### src/rtl/mem_port_ctrl.sv
// Multicycle memory port: runs one handshaked access at a time and holds the IR and MDR.
// Optional MEM_PORT_ALIGN_CHECK_EN rejects misaligned requests instead of truncating the address.
module mem_port_ctrl #(
  parameter int ADDR_W  = 32,
  parameter int DATA_W  = 32,
  parameter int TIMEOUT = 15
) (
  input  logic              clk,
  input  logic              rst,
  input  logic              IorD,
  input  logic              MemRead,
  input  logic              MemWrite,
  input  logic              IRWrite,
  input  logic [ADDR_W-1:0] PC,
  input  logic [ADDR_W-1:0] ALUOut,
  input  logic [DATA_W-1:0] WriteData,
  output logic [DATA_W-1:0] Instr,
  output logic [DATA_W-1:0] MemData,
  output logic              Busy,
  output logic              Fault,
  output logic              MemReq,
  output logic              MemWe,
  output logic [ADDR_W-1:0] MemAddr,
  output logic [DATA_W-1:0] MemWdata,
  input  logic              MemAck,
  input  logic [DATA_W-1:0] MemRdata,
  output logic              dbgState
);

  // Handshake: MemReq rises with MemAddr/MemWdata/MemWe already stable and stays high
  // until the first cycle MemAck=1; that cycle completes the access and carries read data.
  typedef enum logic {IDLE = 1'b0, WAIT = 1'b1} state_t;

  localparam int CNT_W = (TIMEOUT > 1) ? $clog2(TIMEOUT) : 1;
  localparam logic [CNT_W-1:0] CNT_LAST = CNT_W'(TIMEOUT - 1);

  state_t             state;
  logic [CNT_W-1:0]   cnt;
  logic               irLoad;
  logic [ADDR_W-1:0]  selAddr;
  logic [ADDR_W-1:0]  reqAddr;
  logic               misaligned;
  logic               oneReq;

  assign selAddr = IorD ? ALUOut : PC;
  assign oneReq  = MemRead ^ MemWrite;

`ifdef MEM_PORT_ALIGN_CHECK_EN
  assign misaligned = |selAddr[1:0];
  assign reqAddr    = selAddr;
`else
  // No check: the access is word-aligned by dropping the byte offset.
  assign misaligned = 1'b0;
  assign reqAddr    = selAddr & ~ADDR_W'(3);
`endif

  assign dbgState = state;

  always_ff @(posedge clk) begin
    if (rst) begin
      state    <= IDLE;
      cnt      <= '0;
      irLoad   <= 1'b0;
      Instr    <= '0;
      MemData  <= '0;
      Busy     <= 1'b0;
      Fault    <= 1'b0;
      MemReq   <= 1'b0;
      MemWe    <= 1'b0;
      MemAddr  <= '0;
      MemWdata <= '0;
    end else begin
      case (state)
        IDLE: begin
          if ((MemRead || MemWrite) && misaligned) begin
            Fault <= 1'b1;
          end else if (MemRead && MemWrite) begin
            Fault <= 1'b1;
          end else if (oneReq) begin
            MemAddr  <= reqAddr;
            MemWdata <= WriteData;
            MemWe    <= MemWrite;
            irLoad   <= IRWrite & MemRead;
            MemReq   <= 1'b1;
            Busy     <= 1'b1;
            cnt      <= '0;
            state    <= WAIT;
          end
        end
        WAIT: begin
          if (MemAck) begin
            if (!MemWe) begin
              MemData <= MemRdata;
              if (irLoad) Instr <= MemRdata;
            end
            MemReq <= 1'b0;
            Busy   <= 1'b0;
            MemWe  <= 1'b0;
            state  <= IDLE;
          end else if (cnt == CNT_LAST) begin
            Fault  <= 1'b1;
            MemReq <= 1'b0;
            Busy   <= 1'b0;
            MemWe  <= 1'b0;
            state  <= IDLE;
          end else begin
            cnt <= cnt + CNT_W'(1);
          end
        end
        default: state <= IDLE;
      endcase
    end
  end

endmodule

### config.mk
export PLATFORM = sky130hd
export DESIGN_NAME = mem_port_ctrl
export DESIGN_NICKNAME = d
export VERILOG_FILES = /design/src/rtl/mem_port_ctrl.sv
export SDC_FILE = /design/constraint.sdc
export NUM_CORES = 1
export LEC_CHECK = 0
export BUFFER_PORTS_ARGS = -buffer_cell sky130_fd_sc_hd__buf_4
export CAP_MARGIN = 20
export CORE_ASPECT_RATIO = 1.5
export CORE_MARGIN = 2
export CORE_UTILIZATION = 45
export DETAILED_ROUTE_END_ITERATION = 10
export PLACE_DENSITY = 0.79
export SKIP_CTS_REPAIR_TIMING = 1
export SLEW_MARGIN = 10
export SYNTH_ARGS = -nofsm -noshare
export SYNTH_HDL_FRONTEND = slang
export SYNTH_SLANG_ARGS = --single-unit
export TNS_END_PERCENT = 10
### constraint.sdc
create_clock -name clk -period 1.9 [get_ports clk]
set_input_delay 0 -clock clk [delete_from_list [all_inputs] [get_ports clk]]
set_output_delay 0 -clock clk [all_outputs]
set_load 0.005 [all_outputs]
==> impl_metrics.env <==
export IMPL_worst_path_most_repeated_cell="sky130_fd_sc_hd__buf_4"
export IMPL_post_synth_top_count_cell="sky130_fd_sc_hd__nand2_1"
export IMPL_layout_worst_path_cycle_share_pct=83.51
export IMPL_failed_checks="hold timing"
export IMPL_area_inside_the_core_boundary_um2=11060
export IMPL_max_slew_worst_pin_slew_ps=537.0
export IMPL_final_min_clock_period_ps=1587
export IMPL_dp_cells=980
export IMPL_number_of_non_filler_instances_in_the_completed_layout=1130
export IMPL_cap_violations=0
export IMPL_cp_slowest_cell="sky130_fd_sc_hd__dlygate4sd3_1"
export IMPL_timing_critical_path_to_type="flop"
export IMPL_worst_skew_pair_late_latency_ps=410
export IMPL_die_width_um=91.17
export IMPL_cts_num_sinks=135
export IMPL_worst_setup_hold_path_clk_slew_ps=60
export IMPL_post_drt_wl_per_cell_um=15.86
export IMPL_vias=5792
export IMPL_worst_path_largest_cell_delay_ps=560
export IMPL_totalWireLength_mm=17.93
export IMPL_max_freq_ghz=0.6302
export IMPL_power_leakage_nw=3.955
export IMPL_timing_critical_path_required_ps=2210
export IMPL_cts_htree_levels=4
export IMPL_synthToLayoutAreaGrowth_pct=74.43
export IMPL_timing_hold_worst_path_depth=3
export IMPL_grt_pass1_wl_mm=22.92
export IMPL_synth_yosys_seq_area_share_pct=52.70
export IMPL_io_pin_count=268
export IMPL_ys_ff_latch=135
export IMPL_finalMaxSlewViolations=0
export IMPL_number_of_enable_flip_flop_cells_after_synthesis=0
export IMPL_r2r_setup_slack_ps=320
export IMPL_timing_hold_worst_class="in -> reg"
export IMPL_max_slew_margin_rel_pct=64.20
export IMPL_ys_flop_type="sky130_fd_sc_hd__dfxtp_1"
export IMPL_synth_largest_area_cell="sky130_fd_sc_hd__dfxtp_1"
export IMPL_grt_antenna_before_repair=0
export IMPL_synth_commonest_cells="sky130_fd_sc_hd__nand2_1, sky130_fd_sc_hd__dfxtp_1, sky130_fd_sc_hd__a21oi_1, sky130_fd_sc_hd__nor2_1"
export IMPL_worst_setup_path_type="in -> reg"
export IMPL_clk_root_buffer_cell="sky130_fd_sc_hd__clkbuf_16"
export IMPL_async_flop_share_pct=0
export IMPL_via_count_of_the_first_global_routing_pass=4885
export IMPL_worstPathArrival_ps=1900
export IMPL_die_y_um=134.8
export IMPL_diodes=0
export IMPL_clk_path_buf_depth=2
export IMPL_power_density_nw_per_um2=891.4
export IMPL_overflow=0
export IMPL_multiInputGateArea_um2=2155
export IMPL_crit_reg2reg_capture="MemWdata[12]"
export IMPL_fillCellCount=641
export IMPL_outcome="complete, but fails checks"
export IMPL_ant_nets=0
export IMPL_clock_tree_from_tritoncts="yes"
export IMPL_cts_inserted_buffers=17
export IMPL_synth_top_cells_by_area="sky130_fd_sc_hd__dfxtp_1, sky130_fd_sc_hd__nand2_1, sky130_fd_sc_hd__a21oi_1"
export IMPL_pin_count_of_the_biggest_net_entering_global_routing=58
export IMPL_post_route_cells_drive_above_1_share_pct=31.13
export IMPL_setup_worst_path_start_class="primary input"
export IMPL_setup_repair_after_global_routing_missed_its_margin="no"
export IMPL_ys_warnings_count=0
export IMPL_syn_avg_cell_area_um2=8.380
export IMPL_critical_path_cell_chain="dlygate4sd3_1 > buf_4 > ha_1 > and2b_2 > buf_4 > nor2_1 > a211oi_1"
export IMPL_nets=1109
export IMPL_fin_skew_ps=9.734
export IMPL_fin_setup_tns_ps=0
export IMPL_vdd_drop_max_mv=0.5823
export IMPL_highest_net_fanout_along_the_worst_path=36
export IMPL_postSynthCellCount=612
export IMPL_num_rows=47
export IMPL_worst_hold_path_endpoint="MemAddr[28]"
export IMPL_worst_r2r_startpoint="dbgState"
export IMPL_die_area_um2=12280
export IMPL_initialDrtViolationCount=352
export IMPL_via_per_inst=5.126
export IMPL_finalHoldViolCount=3
export IMPL_worst_r2r_cell_count=4
export IMPL_gpl_wtd_cong=0.8062
export IMPL_netlist_area_leader_share_pct=52.70
export IMPL_post_route_drc_count=0
export IMPL_hold_start="PC[28]"
export IMPL_grtUsageTotal_pct=23.16
export IMPL_syn_area_um2=5129
export IMPL_floorplan_initialDensity_pct=46.39
export IMPL_first_pass_iters=5
export IMPL_setup_viol=0
export IMPL_place_detailed_hpwl_mm=10.51
export IMPL_regArea_um2=2703
export IMPL_netlist_cell_type_count=34
export IMPL_place_port_buffers=261
export IMPL_whs_ps=-25.91
## power by group
part	internal (W)	total (W)	switching [W]
registers	0.00301	0.00311	0.000107
clock network	0.00233	0.00357	0.00124
logic	0.000727	0.00129	0.000561
total	0.00607	0.00797	0.00191
## worst max path at each step
stage,to,startpoint,depth (start not counted)
2_1_floorplan,cnt[0],cnt[0],6
3_3_place_gp,MemWdata[8],dbgState,4
3_5_place_dp,MemWdata[8],dbgState,4
4_1_cts,MemWdata[8],dbgState,4
5_1_grt,MemWdata[8],dbgState,4
6_report,MemAddr[15],MemRead,7
## routing by layer
layer,track usage (%),part of all wire (%),up-vias
met4,9.680,2.5,0
met1,24.96,37,2719
met2,42.26,55,271
li1,-,-,2768
met3,6.473,6.4,34
met5,0,0,-
## placed cells by master (no fill, tap or decap), drive strengths merged, types with 17 or more instances in the layout
master | Yosys | routed
clkbuf | 16 | 17
nand2 | 195 | 195
a21oi | 101 | 101
dlygate4sd3 | 0 | 119
nor2 | 33 | 33
buf | 36 | 272
a211oi | 31 | 31
dfxtp | 135 | 135
mux2i | 31 | 31
## final cells by class
class / count / share of cell area [%]
Timing Repair Buffer: 391 / 36.28
Multi-Input combinational cell: 423 / 24.08
Clock inverter: 14 / 2.490
Inverter: 3 / 0.1259
Clock buffer: 17 / 4.755
Tap cell: 147 / 2.056
Sequential cell: 135 / 30.21
## per-stage QoR
step	util (%)	instance area, um2	total power, W	worst slack, ps
floorplan	-	5132	0.003622	423.8
global placement	64.28	7107	0.004166	465.5
detailed placement	64.28	7107	0.004205	377.6
CTS	70.14	7755	0.007773	351.5
global route	80.92	8946	0.008277	216.6
finish	80.92	8946	0.007974	313.2
## sequential cells by signal (all words and copies together), names as in the netlist
signal,cells
irLoad,1
MemData,32
cnt,4
MemAddr,30
MemWdata,32
dbgState,1
Fault,1
MemReq,1
Instr,32
MemWe,1
## critical path, delay by kind of cell
kind	cells	cell delay, ps
buffers and inverters	3	1040
adder cells (fa/ha/maj)	1	310
AND/OR/NAND/NOR	2	280
AO/OA/AOI/OAI	1	250
## cells by family (layout without fill, tap and decap cells)
logic type,after synthesis,after routing,synth area share (%)
compound gates,141,141,15.76
fa+ha+maj,3,3,0.7320
buf+inv,55,425,5.391
flops,135,135,52.70
mux,31,31,6.050
other cells,1,2,0.07312
simple gates,246,246,19.30
Power figures use the tool's default switching activity.
